==> config.mk <==
export PLATFORM = sky130hd
export DESIGN_NAME = sync_req_arbiter
export DESIGN_NICKNAME = d
export VERILOG_FILES = /design/src/rtl/sync_req_arbiter.sv
export SDC_FILE = /design/constraint.sdc
export NUM_CORES = 1
export LEC_CHECK = 0
export BUFFER_PORTS_ARGS = -buffer_cell sky130_fd_sc_hd__buf_2
export CAP_MARGIN = 20
export CORE_MARGIN = 2
export CORE_UTILIZATION = 40
export DETAILED_ROUTE_END_ITERATION = 16
export PLACE_DENSITY_LB_ADDON = 0.25
export SKIP_LAST_GASP = 1
export SLEW_MARGIN = 10
export SYNTH_ARGS = -nofsm -noshare
export SYNTH_HDL_FRONTEND = slang
export SYNTH_SLANG_ARGS = --single-unit
==> constraint.sdc <==
create_clock -name clk -period 2.75 [get_ports clk]
set_input_delay 0.825 -clock clk [delete_from_list [all_inputs] [get_ports clk]]
set_output_delay 0.825 -clock clk [all_outputs]
set_load 0.1 [all_outputs]
==> src/rtl/sync_req_arbiter.sv <==
// Round-robin arbiter for asynchronous request lines: requests are synchronized,
// grants are issued only on a stable vector, and a watchdog revokes long grants.

module synchronizer #(
  parameter int WIDTH        = 4,
  parameter int DEPTH        = 2,
  parameter int STABLE_COUNT = 2
) (
  input  logic             clk,
  input  logic             rst,
  input  logic [WIDTH-1:0] din,
  output logic [WIDTH-1:0] dout,
  output logic             stable
);
  localparam int D  = (DEPTH < 2) ? 2 : DEPTH;
  localparam int S  = (STABLE_COUNT < 1) ? 1 : STABLE_COUNT;
  localparam int CW = $clog2(S + 2);

  logic [D-1:0][WIDTH-1:0] chain_q;
  logic [CW-1:0]           cnt_q, cnt_d;

  // The count restarts on every edge where dout changes and saturates one past
  // S, so stable rises S+1 edges after the last change of dout.
  always_comb begin
    cnt_d = cnt_q;
    if (chain_q[D-2] != chain_q[D-1]) begin
      cnt_d = '0;
    end else if (cnt_q != CW'(S + 1)) begin
      cnt_d = cnt_q + 1'b1;
    end
  end

  always_ff @(posedge clk or posedge rst) begin
    if (rst) begin
      chain_q <= '0;
      cnt_q   <= '0;
    end else begin
      chain_q <= {chain_q[D-2:0], din};
      cnt_q   <= cnt_d;
    end
  end

  assign dout   = chain_q[D-1];
  assign stable = (cnt_q == CW'(S + 1));
endmodule

module sync_req_arbiter #(
  parameter int N_REQ        = 4,
  parameter int SYNC_DEPTH   = 2,
  parameter int STABLE_COUNT = 2,
  parameter int MAX_GRANT    = 1024,
  parameter int GAP_CYCLES   = 1
) (
  input  logic                                     clk,
  input  logic                                     rst,
  input  logic [N_REQ-1:0]                         req_async,
  output logic [N_REQ-1:0]                         grant,
  output logic                                     grant_valid,
  output logic [((N_REQ > 1) ? $clog2(N_REQ) : 1)-1:0] grant_id,
  output logic                                     timeout,
  output logic [N_REQ-1:0]                         lockout
);
  localparam int IDW = (N_REQ > 1) ? $clog2(N_REQ) : 1;
  localparam int HW  = (MAX_GRANT > 0) ? $clog2(MAX_GRANT + 1) : 1;
  localparam int GAP = (GAP_CYCLES < 1) ? 1 : GAP_CYCLES;
  localparam int GW  = $clog2(GAP + 1);

  typedef enum logic [1:0] {ST_IDLE, ST_GRANT, ST_GAP} state_e;

  state_e           state_q, state_d;
  logic [N_REQ-1:0] grant_q, grant_d, lockout_q, lockout_d;
  logic [IDW-1:0]   grantId_q, grantId_d, last_q, last_d;
  logic [HW-1:0]    hold_q, hold_d;
  logic [GW-1:0]    gap_q, gap_d;
  logic             timeout_q, timeout_d, grantValid_q;
  logic [N_REQ-1:0] sreq, eligible;
  logic             sstable, winFound;
  logic [IDW-1:0]   winIdx, cand;

  synchronizer #(
    .WIDTH       (N_REQ),
    .DEPTH       (SYNC_DEPTH),
    .STABLE_COUNT(STABLE_COUNT)
  ) u_sync (
    .clk   (clk),
    .rst   (rst),
    .din   (req_async),
    .dout  (sreq),
    .stable(sstable)
  );

  assign eligible = sreq & ~lockout_q;

  // Scan upward from the requester after the last winner, wrapping modulo N_REQ.
  always_comb begin
    winFound = 1'b0;
    winIdx   = '0;
    cand     = '0;
    for (int k = 1; k <= N_REQ; k++) begin
      cand = IDW'((int'(last_q) + k) % N_REQ);
      if (!winFound && eligible[cand]) begin
        winFound = 1'b1;
        winIdx   = cand;
      end
    end
  end

  always_comb begin
    state_d   = state_q;
    grant_d   = grant_q;
    grantId_d = grantId_q;
    last_d    = last_q;
    hold_d    = hold_q;
    gap_d     = gap_q;
    timeout_d = 1'b0;
    lockout_d = lockout_q & sreq;
    case (state_q)
      ST_IDLE: begin
        if (sstable && winFound) begin
          grant_d         = '0;
          grant_d[winIdx] = 1'b1;
          grantId_d       = winIdx;
          last_d          = winIdx;
          hold_d          = HW'(1);
          state_d         = ST_GRANT;
        end
      end
      ST_GRANT: begin
        // A release on the same edge as the watchdog limit takes priority.
        if (!sreq[grantId_q]) begin
          grant_d   = '0;
          grantId_d = '0;
          gap_d     = '0;
          state_d   = ST_GAP;
        end else if (MAX_GRANT != 0 && hold_q == HW'(MAX_GRANT)) begin
          grant_d              = '0;
          grantId_d            = '0;
          gap_d                = '0;
          timeout_d            = 1'b1;
          lockout_d[grantId_q] = 1'b1;
          state_d              = ST_GAP;
        end else if (MAX_GRANT != 0 && hold_q != HW'(MAX_GRANT)) begin
          hold_d = hold_q + 1'b1;
        end
      end
      ST_GAP: begin
        if (gap_q == GW'(GAP - 1)) begin
          state_d = ST_IDLE;
        end else begin
          gap_d = gap_q + 1'b1;
        end
      end
      default: state_d = ST_IDLE;
    endcase
  end

  always_ff @(posedge clk or posedge rst) begin
    if (rst) begin
      state_q      <= ST_IDLE;
      grant_q      <= '0;
      grantId_q    <= '0;
      last_q       <= IDW'(N_REQ - 1);
      hold_q       <= '0;
      gap_q        <= '0;
      timeout_q    <= 1'b0;
      lockout_q    <= '0;
      grantValid_q <= 1'b0;
    end else begin
      state_q      <= state_d;
      grant_q      <= grant_d;
      grantId_q    <= grantId_d;
      last_q       <= last_d;
      hold_q       <= hold_d;
      gap_q        <= gap_d;
      timeout_q    <= timeout_d;
      lockout_q    <= lockout_d;
      grantValid_q <= |grant_d;
    end
  end

  assign grant       = grant_q;
  assign grant_valid = grantValid_q;
  assign grant_id    = grantId_q;
  assign timeout     = timeout_q;
  assign lockout     = lockout_q;
endmodule

==> flow_summary.json, run 1 <==
{
  "cts_tree": "built",
  "synth-main-ff-cell": "dfrtp_1",
  "whs_path_depth": 0,
  "cp-end-kind": "flip-flop",
  "power_density_mw_per_mm2": 528,
  "relSlewSlack_pct": 37.5,
  "die_w_um": 71.3,
  "clockBufferDepth": 2,
  "grt_pass1_vias": 1287,
  "yosysWarnings": 0,
  "r2r-start": "u_sync.dout[0]",
  "holdCritStartpoint": "u_sync.chain_q[1]",
  "rows": 24,
  "crit_path_start_kind": "flip-flop",
  "grt.overflow.total": 0,
  "min_period_ps": 2270,
  "port-buffer-count": 17,
  "cts_sinks": 37,
  "netlist_top_cells_area": "dfrtp_1, mux2i_1, nand2_1",
  "cts_hold_buf": 0,
  "min_period_over_period_pct": 82.5,
  "antennaDiodeCount": 0,
  "routedWlPerCell_um": 15.4,
  "grt_usage_pct": 15.6,
  "maxSlewViolCount": 0,
  "status": "finished clean",
  "fmax_ghz": 0.441,
  "synth_cells": 158,
  "cts_buffers": 5,
  "p_leak_uw": 0.00104,
  "fin_tns_setup_ps": 0,
  "drc": 0,
  "hold_class": "reg2reg",
  "async_flop_share_pct": 100,
  "die_area_sq_mm": 0.00509,
  "dieHeight_um": 71.3,
  "cp.arrival_ps": 2450,
  "cts_setup_buffers": 0,
  "ir_drop_mv": 0.269,
  "grt_max_degree": 38,
  "yosysMostFrequentCell": "dfrtp_1",
  "holdPathEnd": "u_sync.dout[1]",
  "root_buffer": "clkbuf_8",
  "synth-seq-cells": 37,
  "cts_resized": 0,
  "crit_fanout": 18,
  "vias": 1312,
  "first_pass_iters": 4,
  "synth_largest_area_cell": "dfrtp_1",
  "skew_ps": 5.15,
  "final_antenna_net_count": 0,
  "regToRegSetupSlack_ps": 480,
  "dp_hpwl_mm": 2.62,
  "antenna_found_initial": 0,
  "globalplace.congestion": 0.876,
  "h-tree-depth": 2,
  "path_class": "reg2reg",
  "drive_above_1_share_pct": 20.3,
  "synth_edf_count": 0,
  "start_util_pct": 41.7,
  "synthesis.area_sq_mm": 0.00181,
  "place_inst": 226,
  "core-area_sq_mm": 0.00435,
  "ys_types": 47,
  "syn_area_per_cell_sq_um": 11.5,
  "ys_seq_area_share_pct": 51.2,
  "setup_violations": 0,
  "synth_fp_nets": 167,
  "hold_viol": 0,
  "drt_iter0_markers": 98,
  "fin_cells": 234,
  "rsz0062_at_grt": "no",
  "synth_top_area_share_pct": 48.3,
  "syn_to_final_growth_pct": 14.7,
  "required_ps": 2930,
  "pin_count": 18,
  "r2r_cells": 4,
  "finalNetCount": 190,
  "reg2reg_to": "hold_q[0]",
  "grt_pass1_wl_mm": 6.26,
  "synth_commonest_cells": "dfrtp_1, nand2_1, mux2i_1",
  "routed_wl_mm": 3.60,
  "clk_pin_slew_ps": 80,
  "clk_latency_ps": 290,
  "viasPerCell": 5.61,
  "max_cap_violations": 0,
  "tightest_slew_ps": 934
}
critical path, cell delays in order (launching register included):
cell,delay [ps]
dfrtp_1,430
nor2b_1,210
o41ai_4,840
a21boi_2,350
mux2_1,340
state kept, by name (all words and copies together), names as in the netlist, 4 cells and up:
register,flops
hold_q,11
grant,4
lockout,4
u_sync.chain_q,4
u_sync.dout,4
routing by layer:
metal  GRT usage (%)  vias to the layer above  wire length [um]
li1                -                      633                 -
met1            21.6                      646              1670
met2            23.8                       26              1690
met3            4.22                        7               179
met4            5.03                        0                67
met5               0                        -                 0
report_power, final:
part | switching (uW) | total [uW] | leakage (uW) | internal (uW)
clock | 205 | 477 | 0.0000543 | 271
sequential | 9.23 | 563 | 0.000491 | 553
combinational | 39.8 | 59.3 | 0.000497 | 19.5
total | 254 | 1100 | 0.00104 | 844
cells by family after synthesis:
family / Yosys count / share of synthesized area, %
AND/OR/NAND/NOR: 56 / 19.0
AO/OA/AOI/OAI: 29 / 14.3
multiplexers: 14 / 7.79
adder cells (fa/ha/maj): 3 / 2.07
XOR/XNOR: 5 / 2.41
flip-flops: 37 / 51.2
buffers and inverters: 14 / 3.24
layout make-up:
cell class | instances | area (sq um)
Clock buffer | 5 | 68.8
Clock inverter | 3 | 46.3
Fill cell | 401 | 2270
Inverter | 10 | 37.5
Multi-Input combinational cell | 107 | 827
Sequential cell | 37 | 928
Tap cell | 52 | 65.1
Timing Repair Buffer | 20 | 108
cells in the final DEF (no fill, tap or decap), types with 3 or more instances in the layout:
master,instances
a221oi_1,3
a32o_1,4
and3_1,5
and4_1,3
buf_2,17
buf_4,3
clkbuf_8,5
dfrtp_1,35
ha_1,3
inv_1,10
mux2i_1,13
nand2_1,15
nand2b_1,4
nand3_1,6
nand4_1,5
nor2_1,3
o21ai_1,3
xnor2_1,4
per-stage QoR:
step | cell area (sq um) | worst slack (ps) | power [uW] | hold WS [ps] | util [%]
2_1_floorplan | 1810 | 393 | 615 | 373 | -
3_5_place_dp | 1970 | 469 | 634 | 388 | 45.1
5_1_grt | 2080 | 346 | 1140 | 435 | 47.8
4_1_cts | 2080 | 469 | 1110 | 407 | 47.8
6_report | 2080 | 480 | 1100 | 401 | 47.8
3_3_place_gp | 1970 | 553 | 632 | 390 | 45.1
worst max path at each step:
stage                               from        end  slack [ps]  cells past startpoint
after global routing      u_sync.dout[2]  hold_q[0]         350                      4
after global placement    u_sync.dout[2]  hold_q[0]         550                      4
after floorplan               lockout[0]  hold_q[0]         390                      4
after detailed placement  u_sync.dout[2]  hold_q[0]         470                      4
after CTS                 u_sync.dout[0]  hold_q[0]         470                      4
final                     u_sync.dout[0]  hold_q[0]         480                      4
(Power assumes the default switching activity.)
==> inputs of run 2 (changes only) <==
- ABC_AREA: unset -> 1
- clock period: 2.75 -> 2.3 ns (I/O delays scaled with it)
==> run 2 against run 1 <==
Die area increased by 8.4%. Utilization decreased by 0.18 points. Area after synthesis increased by 8.9%. Global-route usage increased by 0.48 points. Sequential share of layout area decreased by 3.6 points. Cell count increased by 39%. Clock power increased by 43%. Via count increased by 21%. Critical path type is now reg2out.
==> flow_summary.json, run 2 <==
{
  "grt.overflow.total": 0,
  "crit_fanout": 7,
  "tightest_slew_ps": 488,
  "antenna_found_initial": 0,
  "synth_top_area_share_pct": 44.3,
  "status": "finished clean",
  "critPathTopFamily": "buffers and inverters",
  "port-buffer-count": 17,
  "die_w_um": 74.3,
  "maxSlewViolCount": 0,
  "total_power_uw": 1440,
  "finalNetCount": 266,
  "setup_violations": 0,
  "core-area_sq_mm": 0.00475,
  "dieHeight_um": 74.3,
  "cp.arrival_ps": 1230,
  "crit_end": "grant_id[1]",
  "grt_max_degree": 38,
  "pin_count": 18,
  "root_buffer": "clkbuf_8",
  "crit_start": "grant_id[1]",
  "path_class": "reg2out",
  "required_ps": 1610,
  "synth_compound_area_share_pct": 8.80,
  "relSlewSlack_pct": 67.7,
  "min_period_ps": 1920,
  "design_area_sq_mm": 0.00226,
  "antennaDiodeCount": 0,
  "clockBufferDepth": 2,
  "p_sw_uw": 314,
  "synth_cells": 234,
  "p_seq_share_pct": 46.8,
  "hold_class": "reg2reg",
  "synth-xor-area-share_pct": 3.55,
  "drive_above_1_share_pct": 20.2,
  "grt_pass1_vias": 1522,
  "synthAdderAreaFrac_pct": 1.90,
  "async_flop_share_pct": 100,
  "dp_hpwl_mm": 2.86,
  "max_cap_violations": 0,
  "p_clk_share_pct": 47.5,
  "ys_types": 31,
  "synth_commonest_cells": "nand2_1, dfrtp_1, inv_1",
  "regToRegSetupSlack_ps": 460,
  "synth_top_family_by_area": "simple AND/OR/NAND/NOR gates",
  "r2r-start": "hold_q[0]",
  "first_pass_iters": 4,
  "fmax_ghz": 0.522,
  "cts_buffers": 5,
  "muxShareOfSynthArea_pct": 0.507,
  "start_util_pct": 41.6,
  "synthSimpleGateAreaFrac_pct": 30.4,
  "most-common-layout-cells": "nand2_1, dfrtp_1, inv_1",
  "cp_num_buf_inv": 1,
  "h-tree-depth": 2,
  "viasPerCell": 4.90,
  "fin_cells": 325,
  "vias": 1593,
  "drt_iter0_markers": 119,
  "ir_drop_mv": 0.421,
  "power.share.combinational_pct": 5.7,
  "rows": 25,
  "cts_hold_buf": 0,
  "synth-seq-cells": 37,
  "ys_seq_area_share_pct": 47.0,
  "synth_fp_nets": 243,
  "clk_latency_ps": 290,
  "cts_resized": 0,
  "cts_setup_buffers": 0,
  "die_area_sq_mm": 0.00552,
  "skew_ps": 4.37,
  "min_period_over_period_pct": 83.3,
  "syn_to_final_growth_pct": 14.6,
  "mostFrequentLayoutCell": "nand2_1",
  "clk_pin_slew_ps": 80,
  "internal_power_uw": 1120,
  "routed_wl_mm": 3.78,
  "cp.depth": 1,
  "synth-main-ff-cell": "dfrtp_1",
  "r2r_cells": 13,
  "p_leak_uw": 0.00111,
  "grt_pass1_wl_mm": 6.70,
  "place_inst": 317,
  "synthesis.area_sq_mm": 0.00198,
  "yosysMostFrequentCell": "nand2_1",
  "yosysWarnings": 0,
  "fin_tns_setup_ps": 0,
  "cts_sinks": 37,
  "globalplace.congestion": 0.871,
  "routedWlPerCell_um": 11.6,
  "largest_register_ffs": 11,
  "cp_cell_sequence": "buf_2",
  "final_antenna_net_count": 0,
  "slowest_delay_ps": 470,
  "cpMaxStageDelayCell": "buf_2",
  "rsz0062_at_grt": "no",
  "synth_largest_area_cell": "dfrtp_1",
  "syn_area_per_cell_sq_um": 8.44,
  "placed_area_sq_mm": 0.00213,
  "synth_edf_count": 0,
  "drc": 0,
  "power_density_mw_per_mm2": 635,
  "netlist_top_cells_area": "dfrtp_1, nand2_1, nand3_1",
  "hold_viol": 0,
  "largest_register": "hold_q",
  "reg2reg_to": "grant_valid",
  "crit_path_start_kind": "flip-flop",
  "grt_usage_pct": 16.1,
  "swShare_pct": 21.9,
  "cts_tree": "built",
  "cp-end-kind": "output pin"
}
-- run 2: cell types whose count changed after synthesis, sizes merged, moves of 8 or more --
cell / before / now
inv: 10 / 33
nand2: 15 / 63
nand3: 6 / 28
mux2i: 13 / 1
o21ai: 4 / 13
nor2: 3 / 17
a21oi: 0 / 8
-- run 2: kinds of logic after synthesis --
group	after synthesis
xor gates and xnor gates	8
and+or+nand+nor	122
DFF	37
adders and majority gates	3
AOI/OAI and AO/OA	28
muxes	1
buffers and inverters	35
-- run 2: per-stage QoR --
stage | util, % | hold WS [ps] | worst slack, ps
3_5_place_dp | 44.7 | 379 | 463
6_report | 47.6 | 394 | 385
3_3_place_gp | 44.7 | 378 | 492
2_1_floorplan | - | 373 | 123
5_1_grt | 47.6 | 420 | 128
4_1_cts | 47.6 | 398 | 362
-- run 2: area by class of cell --
cell class | count | area [sq um]
fillers | 489 | 2490
inverters | 33 | 129
well taps | 67 | 83.8
clock inverters | 3 | 68.8
flip-flops and latches | 37 | 928
multi-input cells | 162 | 892
clock buffers | 5 | 68.8
repair buffers | 18 | 92.6
-- run 2: worst min-delay path by stage --
| stage | start | slack, ps | cells after the start | to |
|---|---|---|---|---|
| 2_1_floorplan | u_sync.chain_q[0] | 370 | 0 | u_sync.dout[0] |
| 3_3_place_gp | u_sync.chain_q[1] | 380 | 0 | u_sync.dout[1] |
| 3_5_place_dp | u_sync.chain_q[1] | 380 | 0 | u_sync.dout[1] |
| 4_1_cts | u_sync.chain_q[1] | 400 | 0 | u_sync.dout[1] |
| 5_1_grt | u_sync.chain_q[3] | 420 | 0 | u_sync.dout[3] |
| 6_report | u_sync.chain_q[1] | 390 | 0 | u_sync.dout[1] |
-- run 2: metal layers --
| layer | part of all wire [%] | GRT usage (%) | up-vias | wire (um) |
|---|---|---|---|---|
| met5 | 0 | 0 | - | 0 |
| met4 | 2.2 | 6.75 | 0 | 84 |
| met3 | 4.7 | 3.66 | 6 | 176 |
| met2 | 44 | 24.2 | 41 | 1670 |
| met1 | 49 | 22.4 | 729 | 1850 |
| li1 | - | - | 817 | - |
-- run 2: power by group through the flow --
stage	clock network, uW	logic, uW	registers, uW
floorplan	0	54.9	694
global placement	0	82.3	686
detailed placement	0	83.1	686
CTS	703	83.4	673
global route	729	92.5	676
finish	683	81.4	673
